==> src/rtl/multiplier_seq_ctrl_if.sv <==
// Requester-side bundle for the sequential multiplier controller: start
// request with operands in one direction, status and result in the other.
interface multiplier_seq_ctrl_if #(
    parameter int WIDTH = 8
);
    logic                   start;
    logic [WIDTH-1:0]       multiplicand;
    logic [WIDTH-1:0]       multiplier;
    logic                   busy;
    logic                   done;
    logic [2*WIDTH-1:0]     product;

    modport master (
        output start,
        output multiplicand,
        output multiplier,
        input  busy,
        input  done,
        input  product
    );

    modport slave (
        input  start,
        input  multiplicand,
        input  multiplier,
        output busy,
        output done,
        output product
    );
endinterface

==> src/rtl/multiplier_seq_ctrl.sv <==
// Sequential WIDTH x WIDTH unsigned multiplier. One shared 2x2 gate-level
// multiplier is stepped over every pair of 2-bit operand digits, one pair
// per cycle, and each shifted partial product is summed into an accumulator.
// The final partial sum is written straight into the product register on
// the last-pair edge, so the result appears D*D cycles after start.

// 2x2 unsigned multiplier built from AND/XOR gates (two half adders).
module multiplier2x2 (
    input  logic [1:0] a_i,
    input  logic [1:0] b_i,
    output logic [3:0] p_o
);
    logic a0b0, a1b0, a0b1, a1b1, c1;

    assign a0b0 = a_i[0] & b_i[0];
    assign a1b0 = a_i[1] & b_i[0];
    assign a0b1 = a_i[0] & b_i[1];
    assign a1b1 = a_i[1] & b_i[1];
    assign c1   = a1b0 & a0b1;

    assign p_o[0] = a0b0;
    assign p_o[1] = a1b0 ^ a0b1;
    assign p_o[2] = a1b1 ^ c1;
    assign p_o[3] = a1b1 & c1;
endmodule

module multiplier_seq_ctrl #(
    parameter int WIDTH = 8
) (
    input  logic                  clock,
    input  logic                  reset,
    multiplier_seq_ctrl_if.slave  bus
);
    localparam int D     = WIDTH / 2;
    localparam int PW    = 2 * WIDTH;
    localparam int IDX_W = (D > 1) ? $clog2(D) : 1;

    localparam logic [IDX_W-1:0] DMAX = IDX_W'(D - 1);

    typedef logic [PW-1:0] acc_t;

    typedef enum logic [1:0] {
        IDLE = 2'd0,
        RUN  = 2'd1,
        DONE = 2'd2
    } state_t;

    state_t             state_q, state_d;
    logic [WIDTH-1:0]   a_q, a_d;
    logic [WIDTH-1:0]   b_q, b_d;
    acc_t               acc_q, acc_d;
    acc_t               product_q, product_d;
    logic [IDX_W-1:0]   i_q, i_d;
    logic [IDX_W-1:0]   j_q, j_d;

    logic [1:0]         a_dig;
    logic [1:0]         b_dig;
    logic [3:0]         pp;
    logic [IDX_W+1:0]   sh;
    acc_t               pp_ext;
    acc_t               sum;
    logic               last_pair;

    // Current digit pair: i selects the multiplicand digit, j the multiplier digit.
    assign a_dig     = a_q[2*i_q +: 2];
    assign b_dig     = b_q[2*j_q +: 2];
    assign sh        = {1'b0, i_q, 1'b0} + {1'b0, j_q, 1'b0};
    assign pp_ext    = acc_t'(pp) << sh;
    assign sum       = acc_q + pp_ext;
    assign last_pair = (i_q == DMAX) && (j_q == DMAX);

    multiplier2x2 u_mul2x2 (
        .a_i (a_dig),
        .b_i (b_dig),
        .p_o (pp)
    );

    // Status outputs decode directly from the state register.
    assign bus.busy    = (state_q == RUN);
    assign bus.done    = (state_q == DONE);
    assign bus.product = product_q;

    // Next-state, operand latch, digit stepping and accumulation.
    always_comb begin
        state_d   = state_q;
        a_d       = a_q;
        b_d       = b_q;
        acc_d     = acc_q;
        i_d       = i_q;
        j_d       = j_q;
        product_d = product_q;

        unique case (state_q)
            IDLE: begin
                if (bus.start) begin
                    state_d = RUN;
                    a_d     = bus.multiplicand;
                    b_d     = bus.multiplier;
                    acc_d   = '0;
                    i_d     = '0;
                    j_d     = '0;
                end
            end
            RUN: begin
                acc_d = sum;
                if (last_pair) begin
                    // Final sum bypasses the accumulator to save a cycle.
                    product_d = sum;
                    state_d   = DONE;
                end else if (i_q == DMAX) begin
                    i_d = '0;
                    j_d = j_q + 1'b1;
                end else begin
                    i_d = i_q + 1'b1;
                end
            end
            DONE: begin
                state_d = IDLE;
            end
            default: begin
                state_d = IDLE;
            end
        endcase
    end

    // State and datapath registers; reset discards any in-flight operation.
    always_ff @(posedge clock or posedge reset) begin
        if (reset) begin
            state_q   <= IDLE;
            a_q       <= '0;
            b_q       <= '0;
            acc_q     <= '0;
            i_q       <= '0;
            j_q       <= '0;
            product_q <= '0;
        end else begin
            state_q   <= state_d;
            a_q       <= a_d;
            b_q       <= b_d;
            acc_q     <= acc_d;
            i_q       <= i_d;
            j_q       <= j_d;
            product_q <= product_d;
        end
    end
endmodule

==> src/flat_wrapper.sv <==
// flat-port wrapper written by rule: the top's interface ports become plain ports
module multiplier_seq_ctrl_flat 
#(
    parameter int WIDTH = 8
)
  (clock, reset, bus_start, bus_multiplicand, bus_multiplier, bus_busy, bus_done, bus_product);
  multiplier_seq_ctrl_if #(.WIDTH(WIDTH)) bus_i ();
  input  logic clock;
  input  logic reset;
  input wire logic [$bits(bus_i.start)-1:0] bus_start;
  input wire logic [$bits(bus_i.multiplicand)-1:0] bus_multiplicand;
  input wire logic [$bits(bus_i.multiplier)-1:0] bus_multiplier;
  output wire logic [$bits(bus_i.busy)-1:0] bus_busy;
  output wire logic [$bits(bus_i.done)-1:0] bus_done;
  output wire logic [$bits(bus_i.product)-1:0] bus_product;
  assign bus_i.start = bus_start;
  assign bus_i.multiplicand = bus_multiplicand;
  assign bus_i.multiplier = bus_multiplier;
  assign bus_busy = bus_i.busy;
  assign bus_done = bus_i.done;
  assign bus_product = bus_i.product;
  multiplier_seq_ctrl #(.WIDTH(WIDTH)) u_core (.clock(clock), .reset(reset), .bus(bus_i));
endmodule
==> config.mk <==
export PLATFORM = sky130hd
export DESIGN_NAME = multiplier_seq_ctrl_flat
export DESIGN_NICKNAME = d
export VERILOG_FILES = /design/src/rtl/multiplier_seq_ctrl_if.sv /design/src/rtl/multiplier_seq_ctrl.sv /design/src/flat_wrapper.sv
export SDC_FILE = /design/constraint.sdc
export NUM_CORES = 1
export LEC_CHECK = 0
export ABC_CLOCK_PERIOD_IN_PS = 4100
export BUFFER_PORTS_ARGS = -buffer_cell sky130_fd_sc_hd__buf_4
export CORE_ASPECT_RATIO = 1.4
export CORE_UTILIZATION = 55
export CTS_BUF_LIST = sky130_fd_sc_hd__clkbuf_4
export CTS_CLUSTER_DIAMETER = 60
export DETAILED_ROUTE_END_ITERATION = 16
export PLACE_DENSITY = 0.79
export SLEW_MARGIN = 40
export SYNTH_ARGS = -nofsm -noshare
export SYNTH_HDL_FRONTEND = slang
export SYNTH_SLANG_ARGS = --single-unit
export TNS_END_PERCENT = 20
==> constraint.sdc <==
create_clock -name clock -period 4.1 [get_ports clock]
set_input_delay 0.205 -clock clock [delete_from_list [all_inputs] [get_ports clock]]
set_output_delay 0.205 -clock clock [all_outputs]
set_load 0.01 [all_outputs]
# Word-level counts from Yosys, hierarchy flattened
# Cells that the tools add are included.
# totals
ram_bits	0
input_bits	19
word_cells	51
reg_bits	54
latch_bits	0
n_memories	0
mem_bits_ro	0
# op_classes
n_bitwise	8
reduce_logical	9
div_mod_pow	0
n_mux	12
shift	3
multipliers	0
n_lt_le_gt_ge	0
n_eq_ne	8
n_addsub	4
# op_table
op	count
one-hot mux 16 bit (2 select lines)	1
adder 16 bit	1
2-to-1 mux 16 bit	1
variable part select 8 x 4 -> 2 bit	2
left shift 4 x 4 -> 16 bit	1
2-to-1 mux 2 bit	7
one-hot mux 2 bit (2 select lines)	3
AND reduction 2 bit	4
AND 1 bit	6
== test 2 bit, second input constant	3
adder 2 x 1 -> 2 bit, second input constant	2
adder 3 x 3 -> 4 bit	1
!= test 2 x 1 -> 1 bit, second input constant	2
!= test 2 bit, second input constant	2
AND reduction 4 bit	1
AND reduction 3 bit	1
== test 2 x 1 -> 1 bit, second input constant	1
logical NOT 2 bit	1
nonzero test 2 bit	1
XOR 1 bit	2
logical AND 1 bit	1

# Logic depth before layout (Yosys ltp)
# depth
ltp_word	7
depth_mapped	15

# Cells and area by module
# A second synthesis with hierarchy kept.
# unflattened
hier_cells	362
hier_area_um2	3195.6
# by_module_without_submodules
module	n_inst	area_per_inst_um2	seq_area_each_um2	cells_each
multiplier_seq_ctrl	1	3138.0	1351.3	355
multiplier2x2	1	57.6	0.0	7

# Least setup slack after synthesis
# No wires, ideal clock.
# synth_timing
kind	reg2reg
start	register u_core.j_q[0]
end	register u_core.product_q[15] (netlist: u_core.bus.product[15])
path_stages_with_launch	15
setup_slack_ns	0.328
arrival_ns	3.649
required_ns	3.977
path_cell_list	dfrtp_1 -> mux4_2 -> and2_1 -> ha_1 -> ha_1 -> nor2b_1 -> a31oi_1 -> nor2_1 -> ha_1 -> a21oi_2 -> o21ai_2 -> or4_1 -> o221a_1 -> xnor2_1 -> o21ai_1
# synth_via
elab_chain_len	6
word_cells_on_any_way	15
cone_classes	add/sub: 2; eq/ne: 1; shift: 2; bitwise: 8; reduce/logical: 2
# synth_rtl
element	line	text
from (decl)	multiplier_seq_ctrl.sv:54	logic [IDX_W-1:0] j_q, j_d;
from (signal assigned)	multiplier_seq_ctrl.sv:142	j_q <= j_d;
variable part select 8 x 4 -> 2 bit	multiplier_seq_ctrl.sv:66	assign b_dig = b_q[2*j_q +: 2];
AND 1 bit, on equally long branches	multiplier_seq_ctrl.sv:16, multiplier_seq_ctrl.sv:17	
AND 1 bit	multiplier_seq_ctrl.sv:19	assign c1 = a1b0 & a0b1;
XOR 1 bit / AND 1 bit (equally long branches)	multiplier_seq_ctrl.sv:23, multiplier_seq_ctrl.sv:24	
left shift 4 x 4 -> 16 bit	multiplier_seq_ctrl.sv:68	assign pp_ext = acc_t'(pp) << sh;
adder 16 bit	multiplier_seq_ctrl.sv:69	assign sum = acc_q + pp_ext;
to (signal assigned)	multiplier_seq_ctrl.sv:143	product_q <= product_d;
to (decl)	multiplier_seq_ctrl.sv:52	acc_t product_q, product_d;
# Several ways; a longest one is shown, not always the timed one.
# A chain may end at the register's enable or synchronous reset.

# Final worst setup path
# layout_timing
start	register u_core.i_q[0]
end	register u_core.acc_q[8]
# layout_via
elab_chain_len	7
word_cells_on_any_way	13
cone_classes	add/sub: 2; shift: 2; mux: 1; bitwise: 8
# layout_rtl
element	line	text
from (decl)	multiplier_seq_ctrl.sv:53	logic [IDX_W-1:0] i_q, i_d;
from (signal assigned)	multiplier_seq_ctrl.sv:141	i_q <= i_d;
variable part select 8 x 4 -> 2 bit	multiplier_seq_ctrl.sv:65	assign a_dig = a_q[2*i_q +: 2];
AND 1 bit, on equally long branches	multiplier_seq_ctrl.sv:16, multiplier_seq_ctrl.sv:17	
AND 1 bit	multiplier_seq_ctrl.sv:19	
XOR 1 bit / AND 1 bit (equally long branches)	multiplier_seq_ctrl.sv:23, multiplier_seq_ctrl.sv:24	
left shift 4 x 4 -> 16 bit (*)	multiplier_seq_ctrl.sv:68	
adder 16 bit (*)	multiplier_seq_ctrl.sv:69	
one-hot mux 16 bit (2 select lines) (*)	multiplier_seq_ctrl.sv:93	unique case (state_q)
to (signal assigned)	multiplier_seq_ctrl.sv:132	acc_q <= '0;
to (signal assigned)	multiplier_seq_ctrl.sv:140	acc_q <= acc_d;
to (decl)	multiplier_seq_ctrl.sv:51	acc_t acc_q, acc_d;
# Mark *: on every way between the ends. The rest lies on a longest branch, timed or not.

==> results.sh <==
export IMPL_slowest_stage="sky130_fd_sc_hd__mux4_2"
export IMPL_portBuffers=36
export IMPL_routed_via_count=2501
export IMPL_worst_hold_path_num_cells=2
export IMPL_critPathCaptureType="flop"
export IMPL_setup_viol_count_final=0
export IMPL_placedInstanceArea_um2=3530
export IMPL_synthDominantAreaCellType="sky130_fd_sc_hd__dfrtp_1"
export IMPL_setup_worst_path_start_class="flop"
export IMPL_n_antenna_cell=0
export IMPL_ys_warnings_count=0
export IMPL_criticalPathCategory="flop to flop"
export IMPL_fill_cell_total_of_the_finished_layout=466
export IMPL_post_drt_wl_per_cell_um=16.7
export IMPL_placeableCoreArea_um2=5530
export IMPL_reg2regPathDepth=15
export IMPL_result_of_the_run="finished, final reports clean"
export IMPL_finalCritPeriodShare=0.964
export IMPL_clock_tree_root_cell="sky130_fd_sc_hd__clkbuf_4"
export IMPL_sw_frac_of_total=0.443
export IMPL_min_period_ps=3950
export IMPL_worst_slew_margin_rel=0.494
export IMPL_start_util=0.573
export IMPL_min_to="u_core.a_q[3]"
export IMPL_first_iter_violations=132
export IMPL_drtAntennaViolNets=0
export IMPL_detailedRoute_firstPassIterationCount=4
export IMPL_static_leakage_power_nw=1.74
export IMPL_synth_area_per_cell_um2=10.2
export IMPL_crit_path_cell_trace="mux4_2 -> and2_1 -> ha_1 -> ha_1 -> nor2b_1 -> a31oi_2 -> buf_4 -> nor2_1 -> ha_1 -> nor2b_1 -> o211ai_1 -> a21oi_2 -> a21oi_2 -> nor4b_1 -> or3_1"
export IMPL_die_w_um=66.1
export IMPL_critPathMaxFanout=4
export IMPL_drc_errors=0
export IMPL_synth_seq_area_share=0.427
export IMPL_ff2ff_setup_slack_ps=150
export IMPL_synth_enable_flop_cells=0
export IMPL_ir_drop_worst_case_vdd_mv=0.489
export IMPL_final_hold_violation_count=0
export IMPL_critical_path_reg2reg_startpoint="u_core.i_q[0]"
export IMPL_detail_route_vias_per_cell=5.95
export IMPL_count_of_unique_library_cells_instantiated_by_yosys=51
export IMPL_cts_buffer_depth=2
export IMPL_grt_overflow=0
export IMPL_net_switching_power_mw=1.35
export IMPL_clockPowerShare=0.079
export IMPL_comb_power_share=0.612
export IMPL_power_report_internal_total_mw=1.70
export IMPL_clock_tree_htree_level_count=2
export IMPL_worstPathArrival_ps=4220
export IMPL_syn_to_final_growth_pct=14.9
export IMPL_type_of_the_tightest_min_delay_check="primary input to flop"
export IMPL_final_net_count=393
export IMPL_hpwlAfterDp_mm=5.28
export IMPL_syn_num_nets=352
export IMPL_timing_hold_ws_ps=47.8
export IMPL_pin_count_of_the_biggest_net_entering_global_routing=55
export IMPL_postSynthRegisterBits=54
export IMPL_final_layout_size_suffix_gt1_frac=0.259
export IMPL_p_per_area_nw_per_um2=838
export IMPL_min_from="bus_multiplicand[3]"
export IMPL_die_h_um=91.8
export IMPL_timing_setup_tns_ps=0
export IMPL_timing_critical_path_slowest_cell_delay_ps=570
export IMPL_grt_first_pass_wirelength_mm=11.8
export IMPL_clk_pin_slew_worst_paths_ps=160
export IMPL_ys_flop_type="sky130_fd_sc_hd__dfrtp_1"
export IMPL_synthesis_area_um2=3170
export IMPL_synthMostInstantiatedCell="sky130_fd_sc_hd__dfrtp_1"
export IMPL_grt_usage=0.255
export IMPL_tightest_slew_ps=757
export IMPL_cts_sinks=54
export IMPL_finish_instance_area_um2=3640
export IMPL_path_common_cell="sky130_fd_sc_hd__ha_1"
export IMPL_grt_antenna_before_repair=0
export IMPL_synth_top_cells_by_count="sky130_fd_sc_hd__dfrtp_1, sky130_fd_sc_hd__nand2_1, sky130_fd_sc_hd__mux2_2, sky130_fd_sc_hd__ha_1"
export IMPL_slew_viol_final=0
export IMPL_worstSkewPairLatency_ps=380
export IMPL_core_rowCount=32
export IMPL_critPathTopFamily="simple AND/OR/NAND/NOR gates"
export IMPL_critical_path_required_ps=4370
export IMPL_clock_skew_ps=11.2
export IMPL_ys_async_rst_share=1.00
export IMPL_grt_pass1_vias=2636
export IMPL_netlist_instances=310
export IMPL_cts_inserted_buffers=5
export IMPL_synth_top_area_share=0.427
export IMPL_seq_pwr_share=0.309
export IMPL_drt_total_wl_mm=7.03
export IMPL_tritoncts="built"
export IMPL_yosys_top_cells_area="sky130_fd_sc_hd__dfrtp_1, sky130_fd_sc_hd__ha_1, sky130_fd_sc_hd__mux2_2"
export IMPL_worstReg2RegEnd="u_core.acc_q[8]"
export IMPL_fmax_ghz=0.253
export IMPL_drv_cap=0
export IMPL_gp_congestion=0.853
export IMPL_worst_path_buf_inv=1
export IMPL_floorplan_die_area_um2=6070
export IMPL_io_pins=37
==> placed cells by master (no fill, tap or decap), types with 3 or more instances in the layout <==
master / n
sky130_fd_sc_hd__nand2_1: 37
sky130_fd_sc_hd__buf_4: 43
sky130_fd_sc_hd__nor2b_1: 8
sky130_fd_sc_hd__a21oi_1: 8
sky130_fd_sc_hd__o211ai_1: 3
sky130_fd_sc_hd__xor2_1: 5
sky130_fd_sc_hd__a31oi_1: 6
sky130_fd_sc_hd__mux2_2: 22
sky130_fd_sc_hd__xnor2_1: 8
sky130_fd_sc_hd__dfrtp_1: 52
sky130_fd_sc_hd__and2_1: 3
sky130_fd_sc_hd__o22ai_1: 4
sky130_fd_sc_hd__o21bai_1: 3
sky130_fd_sc_hd__nand2b_1: 5
sky130_fd_sc_hd__inv_1: 11
sky130_fd_sc_hd__o21ai_1: 4
sky130_fd_sc_hd__nand3_1: 4
sky130_fd_sc_hd__mux4_2: 4
sky130_fd_sc_hd__clkbuf_4: 5
sky130_fd_sc_hd__a21oi_2: 4
sky130_fd_sc_hd__o21ai_0: 19
sky130_fd_sc_hd__ha_1: 20
sky130_fd_sc_hd__a21o_1: 4
sky130_fd_sc_hd__a22o_1: 9
sky130_fd_sc_hd__nor2_1: 20
==> power groups by stage <==
stage / sequential (mW) / clock (mW) / combinational, mW
2_1_floorplan: 0.934 / 0 / 1.30
3_3_place_gp: 0.942 / 0 / 1.73
3_5_place_dp: 0.960 / 0 / 1.80
4_1_cts: 0.948 / 0.245 / 1.81
5_1_grt: 0.968 / 0.266 / 2.07
6_report: 0.943 / 0.241 / 1.87
==> flip-flops by register name, summed over array words and instances (netlist names) <==
name	flops
u_core.i_q	2
u_core.j_q	2
u_core.a_q	8
u_core.bus.product	16
u_core.state_q	2
u_core.acc_q	16
u_core.b_q	8
==> metal layers <==
layer / vias to the layer above / wire [µm] / GRT usage
met5: - / 0 / 0
met4: 0 / 269 / 0.142
met3: 24 / 204 / 0.0348
met2: 60 / 3740 / 0.443
met1: 1224 / 2810 / 0.293
li1: 1193 / - / -
==> final cells by class <==
| cell class | instances | area, µm² | share of cell area |
|---|---|---|---|
| clock inverter | 3 | 20.0 | 0.00550 |
| clock buffer | 5 | 37.5 | 0.0103 |
| sequential | 54 | 1350 | 0.372 |
| tap | 68 | 85.1 | 0.0234 |
| timing repair buffer | 44 | 333 | 0.0914 |
| multi-input combinational | 233 | 1760 | 0.483 |
| inverter | 13 | 51.3 | 0.0141 |
==> worst reg2reg max path, stage by stage (launching register included) <==
cell	delay (ps)
sky130_fd_sc_hd__dfrtp_2	440
sky130_fd_sc_hd__mux4_2	570
sky130_fd_sc_hd__and2_1	180
sky130_fd_sc_hd__ha_1	190
sky130_fd_sc_hd__ha_1	300
sky130_fd_sc_hd__nor2b_1	150
sky130_fd_sc_hd__a31oi_2	210
sky130_fd_sc_hd__buf_4	160
sky130_fd_sc_hd__nor2_1	40
sky130_fd_sc_hd__ha_1	330
sky130_fd_sc_hd__nor2b_1	170
sky130_fd_sc_hd__o211ai_1	290
sky130_fd_sc_hd__a21oi_2	120
sky130_fd_sc_hd__a21oi_2	230
sky130_fd_sc_hd__nor4b_1	80
sky130_fd_sc_hd__or3_1	380
==> per-stage QoR <==
| stage | worst slack [ps] | utilization | power (mW) | instances |
|---|---|---|---|---|
| after floorplan | 328 | - | 2.24 | 310 |
| after global placement | 148 | 0.637 | 2.68 | 409 |
| after detailed placement | 31.3 | 0.638 | 2.76 | 409 |
| after CTS | 42.5 | 0.651 | 3.00 | 418 |
| after global routing | -63.7 | 0.659 | 3.31 | 420 |
| final | 149 | 0.659 | 3.05 | 420 |
==> timing repair <==
action / CTS / global route
hold buffers: 1 / 0
endpoints found under the hold margin: 54 / 0
setup endpoints to repair: 2 / 14
setup buffers: 0 / 2
gates resized for setup: 1 / 8
==> kinds of logic after synthesis <==
kind of cell,after synthesis,share of synthesized area
simple gates,92,0.140
compound gates,77,0.160
flops,54,0.427
mux,27,0.110
buf+inv,23,0.0284
fa+ha+maj,23,0.0956
xor+xnor,14,0.0387
==> worst max path at each step <==
stage	start	endpoint	slack (ps)	cells after the start
6_report	u_core.i_q[0]	u_core.acc_q[8]	150	15
3_5_place_dp	u_core.i_q[0]	u_core.acc_q[15]	30	14
4_1_cts	u_core.j_q[0]	u_core.acc_q[8]	40	15
3_3_place_gp	u_core.i_q[0]	u_core.acc_q[15]	150	14
2_1_floorplan	u_core.j_q[0]	u_core.bus.product[15]	330	14
5_1_grt	u_core.i_q[0]	u_core.acc_q[8]	-60	15
Note: power is estimated with default switching activity, not from simulation.
